`src/rtl/pll_reset_sequencer.sv`:
```
// pll_reset_sequencer: PLL reset pulse, lock wait with timeout/retry, lock qualification and system reset release
//   clock           25 MHz free-running oscillator clock (not the PLL output)
//   reset_n         asynchronous active-low reset
//   locked_in       PLL LOCK, asynchronous to clock
//   pll_rst         PLL RST, active high
//   sys_reset_n     active-low system reset, high only in RUN
//   ready           high only in RUN
//   state           0=RESET_PLL 1=WAIT_LOCK 2=STABLE 3=RUN
//   lock_loss_count saturating count of RUN-to-RESET_PLL transitions
//   retry_count     saturating count of WAIT_LOCK timeouts
module pll_reset_sequencer #(
  parameter int PLL_RST_CYCLES      = 16,
  parameter int LOCK_TIMEOUT_CYCLES = 250000,
  parameter int LOCK_STABLE_CYCLES  = 1024,
  parameter int CNT_WIDTH           = 8
) (
  input  logic                 clock,
  input  logic                 reset_n,
  input  logic                 locked_in,
  output logic                 pll_rst,
  output logic                 sys_reset_n,
  output logic                 ready,
  output logic [1:0]           state,
  output logic [CNT_WIDTH-1:0] lock_loss_count,
  output logic [CNT_WIDTH-1:0] retry_count
);
  localparam int M1 = PLL_RST_CYCLES > LOCK_TIMEOUT_CYCLES ? PLL_RST_CYCLES : LOCK_TIMEOUT_CYCLES;
  localparam int MX = M1 > LOCK_STABLE_CYCLES ? M1 : LOCK_STABLE_CYCLES;
  localparam int CW = $clog2(MX) + 1;
  typedef enum logic [1:0] {RESET_PLL, WAIT_LOCK, STABLE, RUN} state_t;
  state_t cur, nxt;
  logic sync1, lock_sync, retry_ev, loss_ev;
  logic [CW-1:0] cnt;
  always_comb begin
    nxt = cur;
    retry_ev = 1'b0;
    loss_ev = 1'b0;
    case (cur)
      RESET_PLL: nxt = cnt == CW'(PLL_RST_CYCLES - 1) ? WAIT_LOCK : RESET_PLL;
      WAIT_LOCK: begin
        // a lock seen on the timeout cycle wins over the retry
        retry_ev = !lock_sync && cnt == CW'(LOCK_TIMEOUT_CYCLES - 1);
        nxt = lock_sync ? STABLE : retry_ev ? RESET_PLL : WAIT_LOCK;
      end
      STABLE: nxt = !lock_sync ? WAIT_LOCK : cnt == CW'(LOCK_STABLE_CYCLES - 1) ? RUN : STABLE;
      default: begin
        loss_ev = !lock_sync;
        nxt = loss_ev ? RESET_PLL : RUN;
      end
    endcase
  end
  // outputs are registered from nxt so they change on the same edge as the state
  always_ff @(posedge clock or negedge reset_n) begin
    if (!reset_n) begin
      cur <= RESET_PLL;
      cnt <= '0;
      sync1 <= 1'b0;
      lock_sync <= 1'b0;
      pll_rst <= 1'b1;
      sys_reset_n <= 1'b0;
      ready <= 1'b0;
      retry_count <= '0;
      lock_loss_count <= '0;
    end else begin
      sync1 <= locked_in;
      lock_sync <= sync1;
      cur <= nxt;
      cnt <= nxt != cur ? '0 : cnt + CW'(1);
      pll_rst <= nxt == RESET_PLL;
      sys_reset_n <= nxt == RUN;
      ready <= nxt == RUN;
      retry_count <= retry_count + CNT_WIDTH'(retry_ev && !(&retry_count));
      lock_loss_count <= lock_loss_count + CNT_WIDTH'(loss_ev && !(&lock_loss_count));
    end
  end
  assign state = cur;
endmodule
```
`config.mk`:
```
export PLATFORM = sky130hd
export DESIGN_NAME = pll_reset_sequencer
export DESIGN_NICKNAME = d
export VERILOG_FILES = /design/src/rtl/pll_reset_sequencer.sv
export SDC_FILE = /design/constraint.sdc
export NUM_CORES = 1
export LEC_CHECK = 0
export CAP_MARGIN = 5
export CORE_ASPECT_RATIO = 0.5
export CORE_UTILIZATION = 56
export CTS_CLUSTER_DIAMETER = 80
export DETAILED_ROUTE_END_ITERATION = 16
export DONT_BUFFER_PORTS = 1
export GPL_TIMING_DRIVEN = 0
export PLACE_DENSITY = 0.74
export SKIP_LAST_GASP = 1
export SYNTH_ARGS = -nofsm -noshare
export SYNTH_HDL_FRONTEND = slang
export SYNTH_SLANG_ARGS = --single-unit
```
`constraint.sdc`:
```
create_clock -name clock -period 2.4 [get_ports clock]
set_clock_uncertainty 0.2 [all_clocks]
set_input_delay 0.24 -clock clock [delete_from_list [all_inputs] [get_ports clock]]
set_output_delay 0.24 -clock clock [all_outputs]
set_load 0.01 [all_outputs]
```
==> results.toml, run 1 <==
[run_status]
result_of_the_run = "finished with violations"
failing_checks = "design-rule violations"

[drt]
detail_route.wl_per_cell_um = 15.4
drtIter0Drc = 85
viasPerCell = 5.59
route.final.wire_length_um = 3560
route.vias.total = 1291
drtPass1Iterations = 10
remaining_drc_errors = 2
final_ant_viol_nets = 0

[clock_tree]
clock_slew_seen_by_the_registers_of_the_worst_setup_and_hold_paths_ns = 0.08
clock_tree.htree_level_count = 2
cts.sinks = 41
clockRootBuffer = "sky130_fd_sc_hd__clkbuf_8"
number_of_buffers_created_by_cts = 5
tritoncts = "done"
clock_path_buffers = 2
clk_latency_ns = 0.29

[final_layout]
finalNonFillerCells = 231
final.fill_count = 218
n_antenna_cell = 0
drive_above_1_share = 0.183
finalCoreUtilization = 0.711
final_area_um2 = 2200
num-nets-final = 198
synthToLayoutAreaGrowth_pct = 16.4

[sta]
timing.final.setup_violations = 0
finalWorstPathRequiredPeriod_ns = 2.32
max_clock_freq_mhz = 431
finalMaxSlewViolations = 0
finalSetupTns_ns = 0
report.final.hold_viol_count = 0
worst_slew_margin_rel = 0.456
slew_of_the_pin_with_the_lowest_slew_margin_ns = 0.808
layout_setup_ws_ns = 0.0801
finalCritPeriodShare = 0.967
worst_hold_slack_across_all_endpoints_ns = 0.160

[yosys]
synth_top_cells_by_count = "sky130_fd_sc_hd__dfrtp_1 (40), sky130_fd_sc_hd__nor2_1 (26), sky130_fd_sc_hd__nand3_1 (19), sky130_fd_sc_hd__xnor2_1 (17), sky130_fd_sc_hd__xor2_1 (12)"
synth.yosys.warnings = 0
synth-edff-count = 0
yosysUniqueCellTypes = 31
post-synth-top-area-fraction = 0.528
postSynthNetCount = 183
synth_seq_cells = 41
yosys_top_cell_by_area = "sky130_fd_sc_hd__dfrtp_1"
ys_seq_area_frac = 0.542
post_synth_instance_area_um2 = 1890
synth.avg_cell_area_um2 = 10.8
synth_cells = 175
synth_flop_cell = "sky130_fd_sc_hd__dfrtp_1"
asyncSetResetFlopFracSynth = 1.00
synth_most_common_cell = "sky130_fd_sc_hd__dfrtp_1"
post_synth_main_area_contributors = "sky130_fd_sc_hd__dfrtp_1 (53%), sky130_fd_sc_hd__xnor2_1 (7.9%), sky130_fd_sc_hd__xor2_1 (5.5%), sky130_fd_sc_hd__nor2_1 (5.2%), sky130_fd_sc_hd__nand3_1 (5.0%)"

[floorplan]
die-area_um2 = 3630
die_h_um = 43.1
core_region_um2 = 3100
io-pin-count = 24
start_util = 0.611
width_of_the_die_um = 84.3
placement_rows = 14

[placed_design]
dp_hpwl_um = 2290
placed_area_um2 = 1940
port_buffers = 0
post-place-ws_ns = -0.136
global_placer_s_final_weighted_congestion = 0.775
dpl.cell_count = 215

[worst_hold_path]
holdCritPathClass = "reg -> reg"
hold_path_depth = 0

[worst_setup_path]
setup_crit_start_kind = "flip-flop"
cp_common_cell = "sky130_fd_sc_hd__ha_2"
kind_of_end_point_of_the_critical_path = "flip-flop"
cp_top_family = "simple AND/OR/NAND/NOR gates"
timing.setup.critical_path_class = "reg -> reg"
crit_arrival_ns = 2.29
ff2ff_path_depth = 9
critical-path-max-stage-delay_ns = 0.38
path_cells = "ha_2, and3_4, nand3_2, or2_4, and3b_2, ha_4, ha_2, nand3_1, xnor2_1"
worstPathMaxFanout = 4
cp.depth = 9
timing.critical_path.slowest_stage_cell = "sky130_fd_sc_hd__dfrtp_1"
path_buf_inv = 0
cp_data_required_time_ns = 2.37

[global_route]
vias_in_the_first_global_route = 1268
groute.usage.overall = 0.220
grt_start_max_net_pins = 42
grt_overflow_total = 0
antenna_found_initial = 0
grt_pass1_wl_um = 5950

[pwr]
power.leakage_nw = 1.03
power_mw = 1.83
vdd_ir_drop_max_uv = 518
powerDensity_nw_per_um2 = 830

[run]
maxCapViolCount = 0
-- cells by family after synthesis --
kind of cell,Yosys count,synth area share
buffers and inverters,9,0.0324
DFF,41,0.542
xor gates and xnor gates,29,0.134
adders and majority gates,5,0.0330
and+or+nand+nor,83,0.226
AOI/OAI and AO/OA,8,0.0324
-- timing repair --
item                                   4_1_cts  5_1_grt
setup endpoints to repair                   13       21
endpoints found under the hold margin       42        0
pin swaps                                    2        2
resized for setup                            8        8
hold buffers                                 3        0
setup buffers                                2        4
-- registers in the layout, indices dropped and copies added, names as in the netlist --
| register | flops |
|---|---|
| cnt | 19 |
| lock_loss_count | 8 |
| retry_count | 8 |
| state | 2 |
| lock_sync | 1 |
| pll_rst | 1 |
| ready | 1 |
| sync1 | 1 |
-- worst reg2reg max path: stages (launching register included) --
cell and delay (ns):
sky130_fd_sc_hd__dfrtp_1 0.38, sky130_fd_sc_hd__ha_2 0.21, sky130_fd_sc_hd__and3_4 0.21, sky130_fd_sc_hd__nand3_2 0.10, sky130_fd_sc_hd__or2_4 0.28, sky130_fd_sc_hd__and3b_2 0.25, sky130_fd_sc_hd__ha_4 0.15, sky130_fd_sc_hd__ha_2 0.20
sky130_fd_sc_hd__nand3_1 0.09, sky130_fd_sc_hd__xnor2_1 0.14
-- routing by layer --
layer / part of all wire / up-vias / wire length (um) / track usage
met5: 0 / - / 0 / 0
met4: 0.0053 / 0 / 19 / 0.0517
met3: 0.047 / 2 / 169 / 0.0798
met2: 0.48 / 30 / 1720 / 0.362
met1: 0.46 / 629 / 1650 / 0.282
li1: - / 630 / - / -
-- power breakdown --
group	switching, mW	internal, mW	leakage (nW)
Clock	0.224	0.339	0.0585
Combinational	0.197	0.214	0.424
Sequential	0.0891	0.767	0.549
-- cell type report --
type / instances / area (um2) / share of cell area
inverter: 5 / 18.8 / 0.00851
buffer: 3 / 38.8 / 0.0176
clock buffer: 7 / 86.3 / 0.0392
timing repair buffer: 9 / 85.1 / 0.0386
multi-input combinational: 125 / 863 / 0.392
sequential: 41 / 1030 / 0.468
clock inverter: 1 / 30.0 / 0.0136
tap: 40 / 50.0 / 0.0227
-- cell usage in the layout, fill, tap and decap left out, types with 2 or more instances in the layout --
cell type,n
sky130_fd_sc_hd__dfrtp_2,4
sky130_fd_sc_hd__clkbuf_8,6
sky130_fd_sc_hd__nor2b_1,2
sky130_fd_sc_hd__nor4_1,4
sky130_fd_sc_hd__inv_1,5
sky130_fd_sc_hd__o211a_1,2
sky130_fd_sc_hd__xor2_1,12
sky130_fd_sc_hd__nor2_1,26
sky130_fd_sc_hd__nand3_1,18
sky130_fd_sc_hd__ha_1,2
sky130_fd_sc_hd__dlygate4sd3_1,2
sky130_fd_sc_hd__buf_12,2
sky130_fd_sc_hd__ha_2,2
sky130_fd_sc_hd__dfrtp_1,36
sky130_fd_sc_hd__and3_1,6
sky130_fd_sc_hd__buf_4,7
sky130_fd_sc_hd__xnor2_1,17
sky130_fd_sc_hd__nand2_1,6
sky130_fd_sc_hd__a211oi_1,2
sky130_fd_sc_hd__nor3_1,3
sky130_fd_sc_hd__nand4_1,5
-- path summary, 6_finish.rpt --
path                                  start                        to  slack (ns)
max in group asynchronous           reset_n         pll_rst$_DFF_PN1_        1.51
hold reg to reg             sync1$_DFF_PN0_       lock_sync$_DFF_PN0_        0.16
setup / recovery           cnt[0]$_DFF_PN0_  retry_count[6]$_DFF_PN0_        0.08
hold / removal              sync1$_DFF_PN0_       lock_sync$_DFF_PN0_        0.16
setup reg to reg           cnt[0]$_DFF_PN0_  retry_count[6]$_DFF_PN0_        0.08
min in group asynchronous           reset_n         cnt[10]$_DFF_PN0_        0.24
Power figures use the tool's default switching activity.
==> inputs of run 2 (changes only) <==
Settings changed: GPL_TIMING_DRIVEN 0 to 1, SKIP_CTS_REPAIR_TIMING from default to 1.
==> run 2 against run 1 <==
Effect of this change:
- register-to-register slack better by 0.07 ns
- critical path depth decreased by 2
- sequential cell count unchanged
- highest routed layer unchanged
- total power is 4.5% lower
- largest cell class unchanged
- largest power group unchanged
- wire length down 6.8%
- core utilization is 0.48 points lower
- the flow still finishes with violations (design-rule violations)
==> results.toml, run 2 (synthesized netlist as in run 1, its figures left out) <==
[placed_design]
dpl.cell_count = 223
placed_area_um2 = 1990
global_placer_s_final_weighted_congestion = 0.740
port_buffers = 0
dp_hpwl_um = 2410

[clock_tree]
tritoncts = "done"
number_of_buffers_created_by_cts = 5
clock_tree.htree_level_count = 2
clock_path_buffers = 2
cts.sinks = 41
clk_latency_ns = 0.29
clockRootBuffer = "sky130_fd_sc_hd__clkbuf_8"
clock_slew_seen_by_the_registers_of_the_worst_setup_and_hold_paths_ns = 0.08

[final_layout]
drive_above_1_share = 0.155
largest_register_ffs = 19
synthToLayoutAreaGrowth_pct = 15.6
mostFrequentLayoutCells = "sky130_fd_sc_hd__dfrtp_1 (40), sky130_fd_sc_hd__nor2_1 (26), sky130_fd_sc_hd__nand3_1 (18)"
layout.cells.most_common = "sky130_fd_sc_hd__dfrtp_1"
num-nets-final = 201
final_area_um2 = 2190
final.fill_count = 231
finalNonFillerCells = 234
top_regs = "cnt x19, lock_loss_count x8, retry_count x8"
top_register = "cnt"
n_antenna_cell = 0

[sta]
report.final.hold_viol_count = 0
finalMaxSlewViolations = 0
timing.final.setup_violations = 0
max_clock_freq_mhz = 445
worst_slew_margin_rel = 0.743
finalWorstPathRequiredPeriod_ns = 2.25
finalCritPeriodShare = 0.936
slew_of_the_pin_with_the_lowest_slew_margin_ns = 0.382
finalSetupTns_ns = 0

[drt]
detail_route.wl_per_cell_um = 14.2
final_ant_viol_nets = 0
viasPerCell = 5.65
detailroute.wirelength.met2_um = 1530
route.vias.total = 1322
drtIter0Drc = 55
route.met3.wl_um = 217
highest_layer = "met4"
remaining_drc_errors = 2
drtPass1Iterations = 10
route.final.wire_length_um = 3320
met1_length_um = 1550

[floorplan]
start_util = 0.611
die-area_um2 = 3630
die_h_um = 43.1
core_region_um2 = 3100
io-pin-count = 24
placement_rows = 14
width_of_the_die_um = 84.3

[run]
maxCapViolCount = 0

[worst_setup_path]
ff2ff_path_depth = 7
critical-path-max-stage-delay_ns = 0.44
reg_to_reg_startpoint = "cnt[1]$_DFF_PN0_"
worstPathMaxFanout = 19
timing.critical_path.slowest_stage_cell = "sky130_fd_sc_hd__or3_4"
path_cells = "ha_4, nand3_1, or3_4, o31ai_2, o211a_1, buf_4, nor2_1"
kind_of_end_point_of_the_critical_path = "flip-flop"
crit_arrival_ns = 2.21
cp_data_required_time_ns = 2.36
rrSetupSlack_ns = 0.15
setup_crit_start_kind = "flip-flop"
r2r-end = "cnt[11]$_DFF_PN0_"
timing.setup.critical_path_class = "reg -> reg"

[global_route]
vias_in_the_first_global_route = 1254
grt_overflow_total = 0
grt_start_max_net_pins = 42
groute.usage.overall = 0.209
grt_pass1_wl_um = 5680
antenna_found_initial = 0

[pwr]
vdd_ir_drop_max_uv = 535
powerDensity_nw_per_um2 = 798
power_mw = 1.75
power.leakage_nw = 1.06

[worst_hold_path]
holdCritPathClass = "reg -> reg"
worst_hold_startpoint = "sync1$_DFF_PN0_"
timing.hold.worst_endpoint = "lock_sync$_DFF_PN0_"
hold_path_depth = 0

[run_status]
failing_checks = "design-rule violations"
result_of_the_run = "finished with violations"
run 2: cell types whose count changed in the layout (fill, tap and decap cells not counted), moves of 2 or more:
cell,change
sky130_fd_sc_hd__dfrtp_2,-4
sky130_fd_sc_hd__dfrtp_1,+4
sky130_fd_sc_hd__buf_4,+5
sky130_fd_sc_hd__buf_12,-2
run 2: power by group:
part | internal (mW) | switching (mW)
sequential | 0.765 | 0.0808
combinational | 0.155 | 0.188
clock | 0.339 | 0.220
total | 1.26 | 0.488
run 2: area by class of cell:
class | instances | area, um2 | share of cell area
tap | 40 | 50.0 | 0.0229
timing repair buffer | 15 | 138 | 0.0629
sequential | 41 | 1030 | 0.469
multi-input combinational | 125 | 840 | 0.383
inverter | 5 | 18.8 | 0.00857
clock inverter | 1 | 30.0 | 0.0137
clock buffer | 7 | 86.3 | 0.0394
run 2: critical path, delay by kind of cell (launching register included):
| kind | cells | cell delay (ns) |
|---|---|---|
| buffers and inverters | 1 | 0.22 |
| AO/OA/AOI/OAI | 2 | 0.47 |
| AND/OR/NAND/NOR | 3 | 0.64 |
| adder cells (fa/ha/maj) | 1 | 0.16 |
| flip-flops | 1 | 0.42 |
run 2: per-layer routing:
layer | up-vias | track usage
li1 | 640 | -
met1 | 645 | 0.266
met2 | 35 | 0.330
met3 | 2 | 0.0856
met4 | 0 | 0.0690
met5 | - | 0
run 2: worst max path at each step:
| stage | cells after the start | start | slack [ns] | to |
|---|---|---|---|---|
| floorplan | 9 | cnt[0]$_DFF_PN0_ | 0.09 | retry_count[6]$_DFF_PN0_ |
| global placement | 9 | cnt[0]$_DFF_PN0_ | 0.11 | retry_count[4]$_DFF_PN0_ |
| detailed placement | 9 | cnt[0]$_DFF_PN0_ | 0.04 | retry_count[6]$_DFF_PN0_ |
| CTS | 9 | cnt[0]$_DFF_PN0_ | 0.04 | retry_count[6]$_DFF_PN0_ |
| global route | 8 | cnt[4]$_DFF_PN0_ | -0.01 | retry_count[6]$_DFF_PN0_ |
| finish | 7 | cnt[1]$_DFF_PN0_ | 0.15 | cnt[11]$_DFF_PN0_ |
run 2: through the flow:
step	setup WS [ns]	util	hold WS, ns
2_1_floorplan	0.0936	-	-0.256
3_3_place_gp	0.107	0.642	-0.255
3_5_place_dp	0.0405	0.642	-0.255
4_1_cts	0.0353	0.680	-0.573
5_1_grt	-0.0129	0.706	0.185
6_report	0.154	0.706	0.159
